`src/rtl/pipe_adder_pkg.sv`:
```
// pipe_adder_pkg: shared limits, slice-width helper and stage record for pipe_adder.
package pipe_adder_pkg;

    localparam int PA_MIN_WIDTH = 2;
    localparam int PA_MAX_WIDTH = 64;

    // Fields are sized for the widest legal build; only the low WIDTH bits carry data.
    typedef struct packed {
        logic                    valid;
        logic                    carry;
        logic [PA_MAX_WIDTH-1:0] sum;
        logic [PA_MAX_WIDTH-1:0] a;
        logic [PA_MAX_WIDTH-1:0] b;
    } stage_t;

    function automatic int slice_w(input int width, input int stages);
        return width / stages;
    endfunction

endpackage

```
`src/rtl/pipe_adder_if.sv`:
```
// pipe_adder_if: operand/result valid-ready bundle for pipe_adder.
interface pipe_adder_if #(
    parameter int WIDTH = 16
);
    logic             IN_VALID;
    logic             IN_READY;
    logic [WIDTH-1:0] A;
    logic [WIDTH-1:0] B;
    logic             CI;
    logic             OUT_VALID;
    logic             OUT_READY;
    logic [WIDTH-1:0] SUM;
    logic             CO;

    modport slave (
        input  IN_VALID, A, B, CI, OUT_READY,
        output IN_READY, OUT_VALID, SUM, CO
    );

    modport master (
        output IN_VALID, A, B, CI, OUT_READY,
        input  IN_READY, OUT_VALID, SUM, CO
    );
endinterface

```
`src/rtl/pipe_adder_stage.sv`:
```
// pipe_adder_stage: adds slice K plus incoming carry and holds the result in a valid/ready register.
module pipe_adder_stage
    import pipe_adder_pkg::*;
#(
    parameter int WIDTH  = 16,
    parameter int STAGES = 4,
    parameter int K      = 0
) (
    input  logic   clk,
    input  logic   rst_n,
    input  stage_t up,
    input  logic   down_ready,
    output logic   ready,
    output stage_t stg
);
    localparam int W = slice_w(WIDTH, STAGES);

    stage_t     stg_q, stg_d;
    logic [W:0] add;

    assign ready = !stg_q.valid || down_ready;
    assign stg   = stg_q;

    // Data fields only move with a valid beat; an empty load just clears valid.
    always_comb begin
        add   = {1'b0, up.a[K*W +: W]} + {1'b0, up.b[K*W +: W]} + {{W{1'b0}}, up.carry};
        stg_d = stg_q;
        if (ready) begin
            stg_d.valid = up.valid;
            if (up.valid) begin
                stg_d.carry          = add[W];
                stg_d.sum            = up.sum;
                stg_d.sum[K*W +: W]  = add[W-1:0];
                stg_d.a              = up.a;
                stg_d.b              = up.b;
            end
        end
    end

    always_ff @(posedge clk or negedge rst_n) begin
        if (!rst_n) stg_q <= '0;
        else        stg_q <= stg_d;
    end

endmodule

```
`src/rtl/pipe_adder.sv`:
```
// pipe_adder: STAGES-deep slice-pipelined adder with valid/ready flow control.
// Define PIPE_ADDER_SAT_EN to force SUM to all ones whenever CO is set.
module pipe_adder
    import pipe_adder_pkg::*;
#(
    parameter int WIDTH  = 16,
    parameter int STAGES = 4
) (
    input logic         CLK,
    input logic         RSTB,
    pipe_adder_if.slave bus
);
    stage_t in_rec;
    stage_t stg [STAGES];
    logic   rdy [STAGES+1];
    logic   run_q, run_d;

    if (WIDTH < PA_MIN_WIDTH || WIDTH > PA_MAX_WIDTH || STAGES < 1 || (WIDTH % STAGES) != 0) begin : g_bad_cfg
        $error("pipe_adder: illegal WIDTH/STAGES combination");
    end

    // Holds IN_READY low until the first edge after reset release.
    assign run_d = 1'b1;

    always_ff @(posedge CLK or negedge RSTB) begin
        if (!RSTB) run_q <= 1'b0;
        else       run_q <= run_d;
    end

    always_comb begin
        in_rec              = '0;
        in_rec.valid        = bus.IN_VALID && run_q;
        in_rec.carry        = bus.CI;
        in_rec.a[WIDTH-1:0] = bus.A;
        in_rec.b[WIDTH-1:0] = bus.B;
    end

    for (genvar k = 0; k < STAGES; k++) begin : g_stage
        stage_t up;
        if (k == 0) begin : g_first
            assign up = in_rec;
        end else begin : g_next
            assign up = stg[k-1];
        end
        pipe_adder_stage #(
            .WIDTH (WIDTH),
            .STAGES(STAGES),
            .K     (k)
        ) u_stage (
            .clk       (CLK),
            .rst_n     (RSTB),
            .up        (up),
            .down_ready(rdy[k+1]),
            .ready     (rdy[k]),
            .stg       (stg[k])
        );
    end

    assign rdy[STAGES]   = bus.OUT_READY;
    assign bus.IN_READY  = rdy[0] && run_q;
    assign bus.OUT_VALID = stg[STAGES-1].valid;
    assign bus.CO        = stg[STAGES-1].carry;
`ifdef PIPE_ADDER_SAT_EN
    assign bus.SUM = stg[STAGES-1].carry ? {WIDTH{1'b1}} : stg[STAGES-1].sum[WIDTH-1:0];
`else
    assign bus.SUM = stg[STAGES-1].sum[WIDTH-1:0];
`endif

endmodule

```
`src/flat_wrapper.sv`:
```
// flat-port wrapper written by rule: the top's interface ports become plain ports
module pipe_adder_flat import pipe_adder_pkg::*;
#(
    parameter int WIDTH  = 16,
    parameter int STAGES = 4
)
  (CLK, RSTB, bus_IN_VALID, bus_A, bus_B, bus_CI, bus_OUT_READY, bus_IN_READY, bus_OUT_VALID, bus_SUM, bus_CO);
  pipe_adder_if #(.WIDTH(WIDTH)) bus_i ();
  input logic CLK;
  input logic RSTB;
  input wire logic [$bits(bus_i.IN_VALID)-1:0] bus_IN_VALID;
  input wire logic [$bits(bus_i.A)-1:0] bus_A;
  input wire logic [$bits(bus_i.B)-1:0] bus_B;
  input wire logic [$bits(bus_i.CI)-1:0] bus_CI;
  input wire logic [$bits(bus_i.OUT_READY)-1:0] bus_OUT_READY;
  output wire logic [$bits(bus_i.IN_READY)-1:0] bus_IN_READY;
  output wire logic [$bits(bus_i.OUT_VALID)-1:0] bus_OUT_VALID;
  output wire logic [$bits(bus_i.SUM)-1:0] bus_SUM;
  output wire logic [$bits(bus_i.CO)-1:0] bus_CO;
  assign bus_i.IN_VALID = bus_IN_VALID;
  assign bus_i.A = bus_A;
  assign bus_i.B = bus_B;
  assign bus_i.CI = bus_CI;
  assign bus_i.OUT_READY = bus_OUT_READY;
  assign bus_IN_READY = bus_i.IN_READY;
  assign bus_OUT_VALID = bus_i.OUT_VALID;
  assign bus_SUM = bus_i.SUM;
  assign bus_CO = bus_i.CO;
  pipe_adder #(.WIDTH(WIDTH), .STAGES(STAGES)) u_core (.CLK(CLK), .RSTB(RSTB), .bus(bus_i));
endmodule
```
`config.mk`:
```
export PLATFORM = sky130hd
export DESIGN_NAME = pipe_adder_flat
export DESIGN_NICKNAME = d
export VERILOG_FILES = /design/src/rtl/pipe_adder_pkg.sv /design/src/rtl/pipe_adder_if.sv /design/src/rtl/pipe_adder_stage.sv /design/src/rtl/pipe_adder.sv /design/src/flat_wrapper.sv
export SDC_FILE = /design/constraint.sdc
export NUM_CORES = 1
export LEC_CHECK = 0
export ABC_CLOCK_PERIOD_IN_PS = 2190
export CAP_MARGIN = 20
export CORE_MARGIN = 1.5
export CORE_UTILIZATION = 35
export CTS_CLUSTER_SIZE = 8
export DETAILED_ROUTE_END_ITERATION = 8
export PLACE_DENSITY = 0.56
export RECOVER_POWER = 25
export SETUP_SLACK_MARGIN = 0.15
export SLEW_MARGIN = 10
export SYNTH_ARGS = -nofsm -noshare
export SYNTH_HDL_FRONTEND = slang
export SYNTH_SLANG_ARGS = --single-unit
```
`constraint.sdc`:
```
create_clock -name CLK -period 2.19 [get_ports CLK]
set_input_delay 0.657 -clock CLK [delete_from_list [all_inputs] [get_ports CLK]]
set_output_delay 0.657 -clock CLK [all_outputs]
set_load 0.005 [all_outputs]
```
==> impl_results.md, run 1 <==
- Crit Path Max Fanout: 4
- Avg WL per Cell: between 10 and 15 um
- Total power: between 5 and 6 mW
- CTS Hold Bufs: 0
- N_diodes: 0
- Util after Layout: 0.463
- Drc violations: 0
- Clock latency on the worst-skew pair: 0.34 ns
- Worst vdd ir: between 0.0004 and 0.0005 V
- CP arrival: around 1.4 ns
- Avg Synthesized Cell Area: 14.7 um2
- Die Footprint: 12700 um2
- RR Endpoint: u_core.g_stage[3].u_stage.stg[192]$_DFFE_PN0P_
- Initial antenna violation count: 0
- Initial Util: 0.365
- Cell Pwr Density: 1100 nW/um2
- Root Buffer: clkbuf_16
- Via Count: 2328
- CP cell instances: buf_6 -> and4b_4 -> nand2_2 -> and2_4 -> buf_6
- Maximum clock insertion buffer count: 2
- Core area: ~12000 um2
- CTS H-tree lvls: 3
- Share of the synthesized area in the top cell type: 0.576
- Post-DP HPWL: 4.76 mm
- Crit end category: output pin
- Total GRT Usage: 0.118
- Final antenna-violating net count: 0
- Max_cap viols: 0
- Vias per cell: around 4.6
- Worst slew margin: 0.350
- CTS tree: yes
- Final Net Count: approximately 400
- Fmax: around 490 MHz
- Critical Path Slowest Stage Cell: and4b_4
- IO Pins: 56
- 1st-pass router iterations: 4
- Final hold viol count: 0
- Multi-input logic area: between 1500 and 2000 um2
- Synth Net Count: 344
- Synth area leaders: dfrtp_1, mux2_2, mux2_4
- FF-to-FF Start: u_core.g_stage[2].u_stage.stg[12]$_DFFE_PN0P_
- Synthesis Warnings: 0
- Worst path required time: around 1.5 ns
- Fin. max-slew vios: 0
- Die Y: ~110 um
- Yosys reg bits: just under 100
- Period utilization: 0.930
- Global-route wire length before repair: approximately 12 mm
- Max Clock Skew: around 0.0091 ns
- Unrepaired setup endpoints after global routing: yes
- Area post-placement: roughly 5000 um2
- Fill count: roughly 1100
- GPL Wtd Cong: 0.710
- Mapped Area: around 4200 um2
- Worst R2R Path Depth: 5
- Design area: 5360 um2
- Sequential fraction of the synthesis area: 0.576
- P&R area growth vs syn: 27.1%
- Final WL: just under 7 mm
- Lkg Pwr: approximately 2.4 nW
- Crit path top cell by count: buf_6
- Num CTS Buffers: 9
- Dominant cell type by area after synthesis: dfrtp_1
- Synth unique cells: 26
- Gr ovfl total: 0
- CP delay by family, top: simple AND/OR/NAND/NOR gates
- Worst Hold Class: in2async
- Reg2reg setup slack: 0.38 ns
- Starting DRT DRC Count: 46
- Syn Inst Count: between 200 and 300
- Clk sink count: 97
- Largest net degree at the start of global routing: slightly above 40
- Vias in the first global route: 2382
- Die span in x: ~110 um
- Rows: 39
- Share of post-route cells with drive strength above 1: 0.312
- Minimum clock period: 2.04 ns
- Number of setup violations in the final report: 0
- Clk slew on worst S/H paths: approximately 0.07 ns
- Slew @ Worst Pin: 0.974 ns
- FF+latch area: about 2400 um2
- Crit Path Class: in2out
- PortBufs: 55
- Crit-path max cell delay: between 0.3 and 0.4 ns
- Buf+Inv Stages, Crit Path: 2
- Status: finished clean
- CP Launch Type: input pin
==> state kept, by name (all words and copies together), names as in the netlist <==
register	cells
u_core.run_q	1
u_core.g_stage.u_stage.stg	96
==> layout by cell type, fill, tap and decap left out, types with 9 or more instances in the layout <==
cell type and instances:
mux2_4 23, clkdlybuf4s50_1 52, o21ai_0 14, inv_1 13, a21oi_1 9, dfrtp_1 97
clkbuf_16 9, nand2_1 18, ha_1 12, mux2_2 53
==> stage by stage <==
stage	TNS, ns	instances	hold slack [ns]	worst slack, ns
after CTS	0	502	0.305	0.146
after global placement	-3.44	486	0.458	-0.624
after global routing	0	502	0.510	0.125
after floorplan	0	287	0.361	0.329
final	0	502	0.475	0.153
after detailed placement	-3.19	486	0.467	-0.612
==> per-layer routing <==
metal / vias to the layer above / routed length (um) / GRT usage
met3: 8 / 211 / 0.0209
met1: 1170 / 3050 / 0.149
met2: 33 / 3460 / 0.193
li1: 1117 / - / -
met5: - / 0 / 0
met4: 0 / 126 / 0.0633
==> how the worst max path moves through the flow <==
stage	start	end	slack, ns	cells after the start
floorplan	bus_OUT_READY	bus_IN_READY	0.33	3
global placement	bus_OUT_READY	bus_IN_READY	-0.62	5
detailed placement	bus_OUT_READY	bus_IN_READY	-0.61	5
CTS	bus_OUT_READY	bus_IN_READY	0.15	5
global route	bus_OUT_READY	bus_IN_READY	0.12	5
finish	bus_OUT_READY	bus_IN_READY	0.15	5
==> repair_timing <==
| action | in CTS | in global routing |
|---|---|---|
| buffers inserted | 1 | 0 |
| setup endpoints to repair | 1 | 3 |
| pin swaps | 1 | 0 |
| resized for setup | 10 | 3 |
==> final cells by class <==
cell class	instances	share of cell area
flip-flops and latches	97	0.453
multi-input cells	167	0.313
clock buffers	9	0.0420
repair buffers	67	0.133
well taps	143	0.0334
clock inverters	6	0.0170
inverters	13	0.00910
==> cell usage after synthesis <==
library cell	number
a21o_1	8
a21oi_1	9
a21oi_4	1
and2_1	1
and4b_4	1
buf_2	5
buf_4	1
buf_6	3
clkbuf_1	1
conb_1	1
dfrtp_1	97
fa_1	8
ha_1	12
inv_1	13
mux2_2	53
mux2_4	23
mux2i_1	1
nand2_1	19
nand2_2	1
nand2b_1	4
nand3b_1	1
nand4b_1	1
nor2_1	1
o21ai_0	14
xnor2_1	3
xor2_1	5
==> kinds of logic (layout without fill, tap and decap cells) <==
| logic type | count (synthesis) | in the layout | share of synthesized area |
|---|---|---|---|
| and+or+nand+nor | 29 | 29 | 0.0338 |
| other | 1 | 1 | 0.000889 |
| AOI/OAI and AO/OA | 32 | 32 | 0.0454 |
| xor gates and xnor gates | 8 | 8 | 0.0166 |
| muxes | 77 | 77 | 0.226 |
| DFF | 97 | 97 | 0.576 |
| adders and majority gates | 20 | 20 | 0.0736 |
| buffers and inverters | 23 | 95 | 0.0282 |
==> where the power goes <==
| group | switching [mW] | internal [mW] | leakage [nW] |
|---|---|---|---|
| Sequential | 0.308 | 2.35 | 1.16 |
| Clock | 0.668 | 0.998 | 0.144 |
| Combinational | 0.535 | 1.01 | 1.13 |
| Total | 1.51 | 4.36 | 2.44 |
No activity file was read; power rests on OpenSTA's default activity.
==> run 2: changes to the inputs <==
Settings changed: PLACE_DENSITY 0.56 to 0.51, SYNTH_HIERARCHICAL from default to 1.
==> impl_results.md, run 2 <==
- Status: finished, violations left (was finished clean)
- Violated checks: negative setup slack
- Synthesis Warnings: 6 (was 0)
- N_diodes: 0 (unchanged)
- Gr ovfl total: 0 (unchanged)
- Worst vdd ir: 0.000389 V (was 0.000413 V)
- Fill count: 1286 (was 1060)
- Syn Inst Count: 325 (was 287)
- Initial Util: 0.356 (was 0.365)
- Finished Layout Cells: 570 (was 502)
- Final antenna-violating net count: 0 (unchanged)
- Vias in the first global route: 2609 (was 2382)
- Rows: 43 (was 39)
- CTS H-tree lvls: 3 (unchanged)
- Num CTS Buffers: 9 (unchanged)
- Vias per cell: 4.45 (was 4.64)
- CP arrival: 1.71 ns (was 1.38 ns)
- Clk sink count: 97 (unchanged)
- Max_cap viols: 0 (unchanged)
- Via Count: 2539 (was 2328)
- Slew @ Worst Pin: 1.33 ns (was 0.974 ns)
- Crit end category: output pin (unchanged)
- Clk slew on worst S/H paths: 0.07 ns (about the same)
- Worst path required time: 1.53 ns (about the same)
- Slack of the critical path: -0.174 ns (was 0.153 ns)
- Synth Net Count: 382 (was 344)
- Commonest cells after routing, fill and taps aside: dfrtp_1, clkdlybuf4s50_1, mux2_4, mux2_2, o21ai_0 (was dfrtp_1, mux2_2, clkdlybuf4s50_1, mux2_4, nand2_1)
- Mapped Area: 4920 um2 (was 4220 um2)
- Avg WL per Cell: 13.9 um (was 13.6 um)
- Worst slew margin: 0.113 (was 0.350)
- Die Footprint: 14800 um2 (was 12700 um2)
- Placed cell count: 549 (was 486)
- Number of setup violations in the final report: 1 (was 0)
- Final Net Count: 442 (was 412)
- Die span in x: 122 um (was 113 um)
- Final hold viol count: 0 (unchanged)
- Commonest non-fill, non-tap cell in the layout: dfrtp_1 (unchanged)
- Period utilization: 1.08 (was 0.930)
- Starting DRT DRC Count: 53 (was 46)
- Total GRT Usage: 0.116 (was 0.118)
- IO Pins: 56 (unchanged)
- GPL Wtd Cong: 0.734 (was 0.710)
- Global-route wire length before repair: 13.3 mm (was 11.5 mm)
- 1st-pass router iterations: 4 (unchanged)
- Drc violations: 0 (unchanged)
- WHS: 0.498 ns (was 0.475 ns)
- Flip-flop count of the largest register after layout: 96 (unchanged)
- Fin. max-slew vios: 0 (unchanged)
- Root Buffer: clkbuf_16 (unchanged)
- Maximum clock insertion buffer count: 2 (unchanged)
- Clock latency on the worst-skew pair: 0.33 ns (was 0.34 ns)
- Max Clock Skew: 0.00990 ns (was 0.00912 ns)
- Crit Path Max Fanout: 2 (was 4)
- PortBufs: 55 (unchanged)
- Avg Synthesized Cell Area: 15.1 um2 (was 14.7 um2)
- Core area: 13800 um2 (was 11600 um2)
- FF+latch area: 2430 um2 (unchanged)
- Multi-input logic area: 1920 um2 (was 1680 um2)
- Share of post-route cells with drive strength above 1: 0.341 (was 0.312)
- Crit Path Class: in2out (unchanged)
- Initial antenna violation count: 0 (unchanged)
- Largest net degree at the start of global routing: 49 (was 41)
- Unrepaired setup endpoints after global routing: yes (unchanged)
- Die Y: 122 um (was 113 um)
- Fmax: 423 MHz (was 491 MHz)
- Post-DP HPWL: 5.87 mm (was 4.76 mm)
- Worst Hold Class: reg2reg (was in2async)
- Lkg Pwr: 2.61 nW (was 2.44 nW)
- CP Launch Type: input pin (unchanged)
- CTS tree: yes (unchanged)
- Cell Pwr Density: 1100 nW/um2 (about the same)
- Dpl ws: -0.894 ns (was -0.612 ns)
- Final WL: 7.92 mm (was 6.85 mm)
- Minimum clock period: 2.36 ns (was 2.04 ns)
- P&R area growth vs syn: 17.7% (was 27.1%)
==> run 2: path summary, 6_finish.rpt <==
check	from	endpoint	slack [ns]	cells after the start
worst max-delay path	bus_OUT_READY	bus_IN_READY	-0.17	11
worst max register to register	u_core/g_stage[3].u_stage/stg[193]$_DFFE_PN0N_	u_core/g_stage[1].u_stage/stg[131]$_DFFE_PN0P_	0.30	11
worst min register to register	u_core/g_stage[2].u_stage/stg[139]$_DFFE_PN0P_	u_core/g_stage[3].u_stage/stg[139]$_DFFE_PN0P_	0.50	1
min in group asynchronous	RSTB	u_core/g_stage[1].u_stage/stg[10]$_DFFE_PN0P_	0.60	1
worst min-delay path	u_core/g_stage[2].u_stage/stg[139]$_DFFE_PN0P_	u_core/g_stage[3].u_stage/stg[139]$_DFFE_PN0P_	0.50	1
max in group asynchronous	RSTB	u_core/g_stage[2].u_stage/stg[78]$_DFFE_PN0P_	0.27	2
==> run 2: area by class of cell <==
type,instances,area share
Inverter,20,0.0143
Clock buffer,11,0.0419
Sequential cell,97,0.419
Clock inverter,5,0.0147
Timing Repair Buffer,82,0.140
Tap cell,180,0.0389
Multi-Input combinational cell,175,0.331
==> run 2: repair_timing <==
item                                    CTS  global route
hold buffers                              0             0
pin swaps                                 0             0
setup buffers                             3             2
gates cloned                              0             0
resized for setup                        10             1
endpoints found under the setup margin   48             2
==> run 2: report_power, final <==
part	switching [mW]	total, mW	internal, mW	leakage (nW)
clock network	0.674	1.72	1.04	0.157
registers	0.363	2.73	2.37	1.16
logic	0.646	1.93	1.28	1.29
==> run 2: per-stage QoR <==
step	setup TNS, ns	power (mW)	instance area [um2]	utilization
floorplan	-3.71	4.06	4940	-
global placement	-17.61	4.68	5440	0.393
detailed placement	-19.49	4.74	5440	0.393
CTS	-0.179	6.49	5790	0.419
global route	-4.19	6.81	5790	0.419
finish	-0.174	6.37	5790	0.419
==> run 2: layer usage <==
metal / routed length [um] / track usage
met1: 3770 / 0.161
met5: 0 / 0
met2: 3820 / 0.182
met3: 190 / 0.0225
met4: 139 / 0.0434
==> run 2: critical path: stages <==
cell and delay, ns:
buf_6 0.09, nor2b_4 0.13, inv_4 0.05, nor2b_4 0.14
inv_4 0.05, nor2b_4 0.13, inv_4 0.05, nor2b_4 0.12
inv_2 0.04, and2_4 0.13, buf_6 0.11
==> run 3: changes to the inputs <==
Settings changed: GPL_ROUTABILITY_DRIVEN from default to 0, REMOVE_ABC_BUFFERS from default to 1.
==> impl_results.md, run 3 (synthesized netlist as in run 2, its figures left out) <==
- Status: finished, violations left (unchanged)
- Violated checks: negative setup slack (unchanged)
- Share of post-route cells with drive strength above 1: 0.335 (was 0.341)
- Max_cap viols: 0 (unchanged)
- Flip-flop count of the largest register after layout: 96 (unchanged)
- Sw Pwr: 1.60 mW (was 1.68 mW)
- Commonest non-fill, non-tap cell in the layout: dfrtp_1 (unchanged)
- Maximum clock insertion buffer count: 2 (unchanged)
- Core area: 13800 um2 (unchanged)
- Gr ovfl total: 0 (unchanged)
- Root Buffer: clkbuf_16 (unchanged)
- Clk sink count: 97 (unchanged)
- Crit Path Max Fanout: 2 (unchanged)
- Die Footprint: 14800 um2 (unchanged)
- Final WL: 7.56 mm (was 7.92 mm)
- Clock latency on the worst-skew pair: 0.34 ns (was 0.33 ns)
- Total power: 6.13 mW (was 6.37 mW)
- CTS tree: yes (unchanged)
- Die Y: 122 um (unchanged)
- Rows: 43 (unchanged)
- 1st-pass router iterations: 4 (unchanged)
- CP arrival: 1.68 ns (was 1.71 ns)
- Final hold viol count: 0 (unchanged)
- Commonest cells after routing, fill and taps aside: dfrtp_1, clkdlybuf4s50_1, mux2_4, o21ai_0, mux2_2 (was dfrtp_1, clkdlybuf4s50_1, mux2_4, mux2_2, o21ai_0)
- Combinational power share: 0.307 (was 0.302)
- Fill count: 1287 (was 1286)
- Worst path required time: 1.53 ns (about the same)
- CTS H-tree lvls: 3 (unchanged)
- N_diodes: 0 (unchanged)
- Util after Layout: 0.416 (was 0.419)
- Fmax: 427 MHz (was 423 MHz)
- Max Clock Skew: 0.00432 ns (was 0.00990 ns)
- Int Pwr: 4.53 mW (was 4.69 mW)
- Slack of the critical path: -0.151 ns (was -0.174 ns)
- Initial Util: 0.356 (unchanged)
- Final antenna-violating net count: 0 (unchanged)
- Largest net degree at the start of global routing: 36 (was 49)
- Starting DRT DRC Count: 134 (was 53)
- Worst Hold Class: in2async (was reg2reg)
- Unrepaired setup endpoints after global routing: yes (unchanged)
- CP Launch Type: input pin (unchanged)
- Worst vdd ir: 0.000405 V (was 0.000389 V)
- Period utilization: 1.07 (was 1.08)
- Number of setup violations in the final report: 1 (unchanged)
- Slew @ Worst Pin: 0.895 ns (was 1.33 ns)
- Design area: 5750 um2 (was 5790 um2)
- Cell Pwr Density: 1070 nW/um2 (was 1100 nW/um2)
- Fin. max-slew vios: 0 (unchanged)
- Via Count: 2501 (was 2539)
- Switching Fraction: 0.261 (was 0.264)
- Final Net Count: 437 (was 442)
- Vias in the first global route: 2683 (was 2609)
- Lkg Pwr: 2.58 nW (was 2.61 nW)
- Crit end category: output pin (unchanged)
- Post-DP HPWL: 5.64 mm (was 5.87 mm)
- P&R area growth vs syn: 16.8% (was 17.7%)
- Clk slew on worst S/H paths: 0.06 ns (was 0.07 ns)
- Share of power burned in registers: 0.445 (was 0.429)
- Crit Path Class: in2out (unchanged)
- Num CTS Buffers: 9 (unchanged)
- Total GRT Usage: 0.117 (was 0.116)
- Minimum clock period: 2.34 ns (was 2.36 ns)
- Area post-placement: 5470 um2 (was 5440 um2)
- Clock power share: 0.248 (was 0.269)
- Global-route wire length before repair: 13.2 mm (was 13.3 mm)
- PortBufs: 55 (unchanged)
- Avg WL per Cell: 13.4 um (was 13.9 um)
- WHS: 0.439 ns (was 0.498 ns)
- IO Pins: 56 (unchanged)
- Initial antenna violation count: 0 (unchanged)
- Vias per cell: 4.43 (was 4.45)
- Worst slew margin: 0.403 (was 0.113)
- Die span in x: 122 um (unchanged)
- Post-CTS Repair Setup Buffers: 0 (was 3)
- Drc violations: 0 (unchanged)
-- run 3: cell count changes in the layout (fill, tap and decap cells not counted), sizes merged --
cell      before  now
buf           29   23
clkbuf        12   16
bufinv         2    0
clkinv         0    2
inv           22   20
clkinvlp       1    0
-- run 3: worst paths after layout --
| check | startpoint | to | slack, ns | depth (start not counted) |
|---|---|---|---|---|
| setup / recovery | bus_OUT_READY | bus_IN_READY | -0.15 | 11 |
| max in group asynchronous | RSTB | u_core/g_stage[1].u_stage/stg[130]$_DFFE_PN0P_ | 0.68 | 2 |
| setup reg to reg | u_core/g_stage[3].u_stage/stg[193]$_DFFE_PN0N_ | u_core/g_stage[0].u_stage/stg[76]$_DFFE_PN0P_ | 0.35 | 11 |
| min in group CLK | u_core/g_stage[0].u_stage/stg[12]$_DFFE_PN0P_ | u_core/g_stage[1].u_stage/stg[12]$_DFFE_PN0P_ | 0.50 | 1 |
| hold reg to reg | u_core/g_stage[0].u_stage/stg[12]$_DFFE_PN0P_ | u_core/g_stage[1].u_stage/stg[12]$_DFFE_PN0P_ | 0.50 | 1 |
| hold / removal | RSTB | u_core/g_stage[3].u_stage/stg[139]$_DFFE_PN0P_ | 0.44 | 1 |
-- run 3: per-stage QoR --
| step | setup WS [ns] | std cells | setup TNS, ns |
|---|---|---|---|
| floorplan | -0.563 | 292 | -5.78 |
| global placement | -0.973 | 549 | -19.02 |
| detailed placement | -0.954 | 549 | -18.88 |
| CTS | -0.176 | 565 | -0.176 |
| global route | -0.233 | 565 | -0.233 |
| finish | -0.151 | 565 | -0.151 |
-- run 3: cell type report --
| type | count | area (um2) | area share |
|---|---|---|---|
| repair buffers | 77 | 811 | 0.141 |
| inverters | 20 | 75.1 | 0.0131 |
| multi-input cells | 175 | 1920 | 0.333 |
| flip-flops and latches | 97 | 2430 | 0.422 |
| well taps | 180 | 225 | 0.0392 |
| clock inverters | 2 | 10.0 | 0.00174 |
| clock buffers | 14 | 284 | 0.0494 |
-- run 3: routing by layer --
layer | vias to the layer above | global-route usage | wire length, um
li1 | 1198 | - | -
met1 | 1254 | 0.154 | 3570
met2 | 38 | 0.183 | 3580
met3 | 11 | 0.0356 | 299
met4 | 0 | 0.0419 | 111
met5 | - | 0 | 0
-- run 3: power by group through the flow --
stage                     clock network, mW  registers (mW)  logic (mW)
after floorplan                           0            2.67        1.24
after global placement                    0            2.76        1.90
after detailed placement                  0            2.77        1.93
after CTS                              1.59            2.75        1.93
after global routing                   1.66            2.81        2.11
final                                  1.52            2.73        1.88
-- run 3: critical path, cell delays in order --
cell and delay, ns:
buf_6 0.09, nor2b_4 0.11, inv_2 0.06, nor2b_4 0.12
inv_2 0.06, nor2b_4 0.13, inv_2 0.06, nor2b_4 0.12
inv_2 0.04, and2_4 0.13, buf_6 0.10
-- run 3: repair_timing --
item                                    4_1_cts  5_1_grt
gates resized for setup                      13        2
endpoints found under the setup margin       48        1
pin swaps                                     1        0
hold buffers                                  0        0
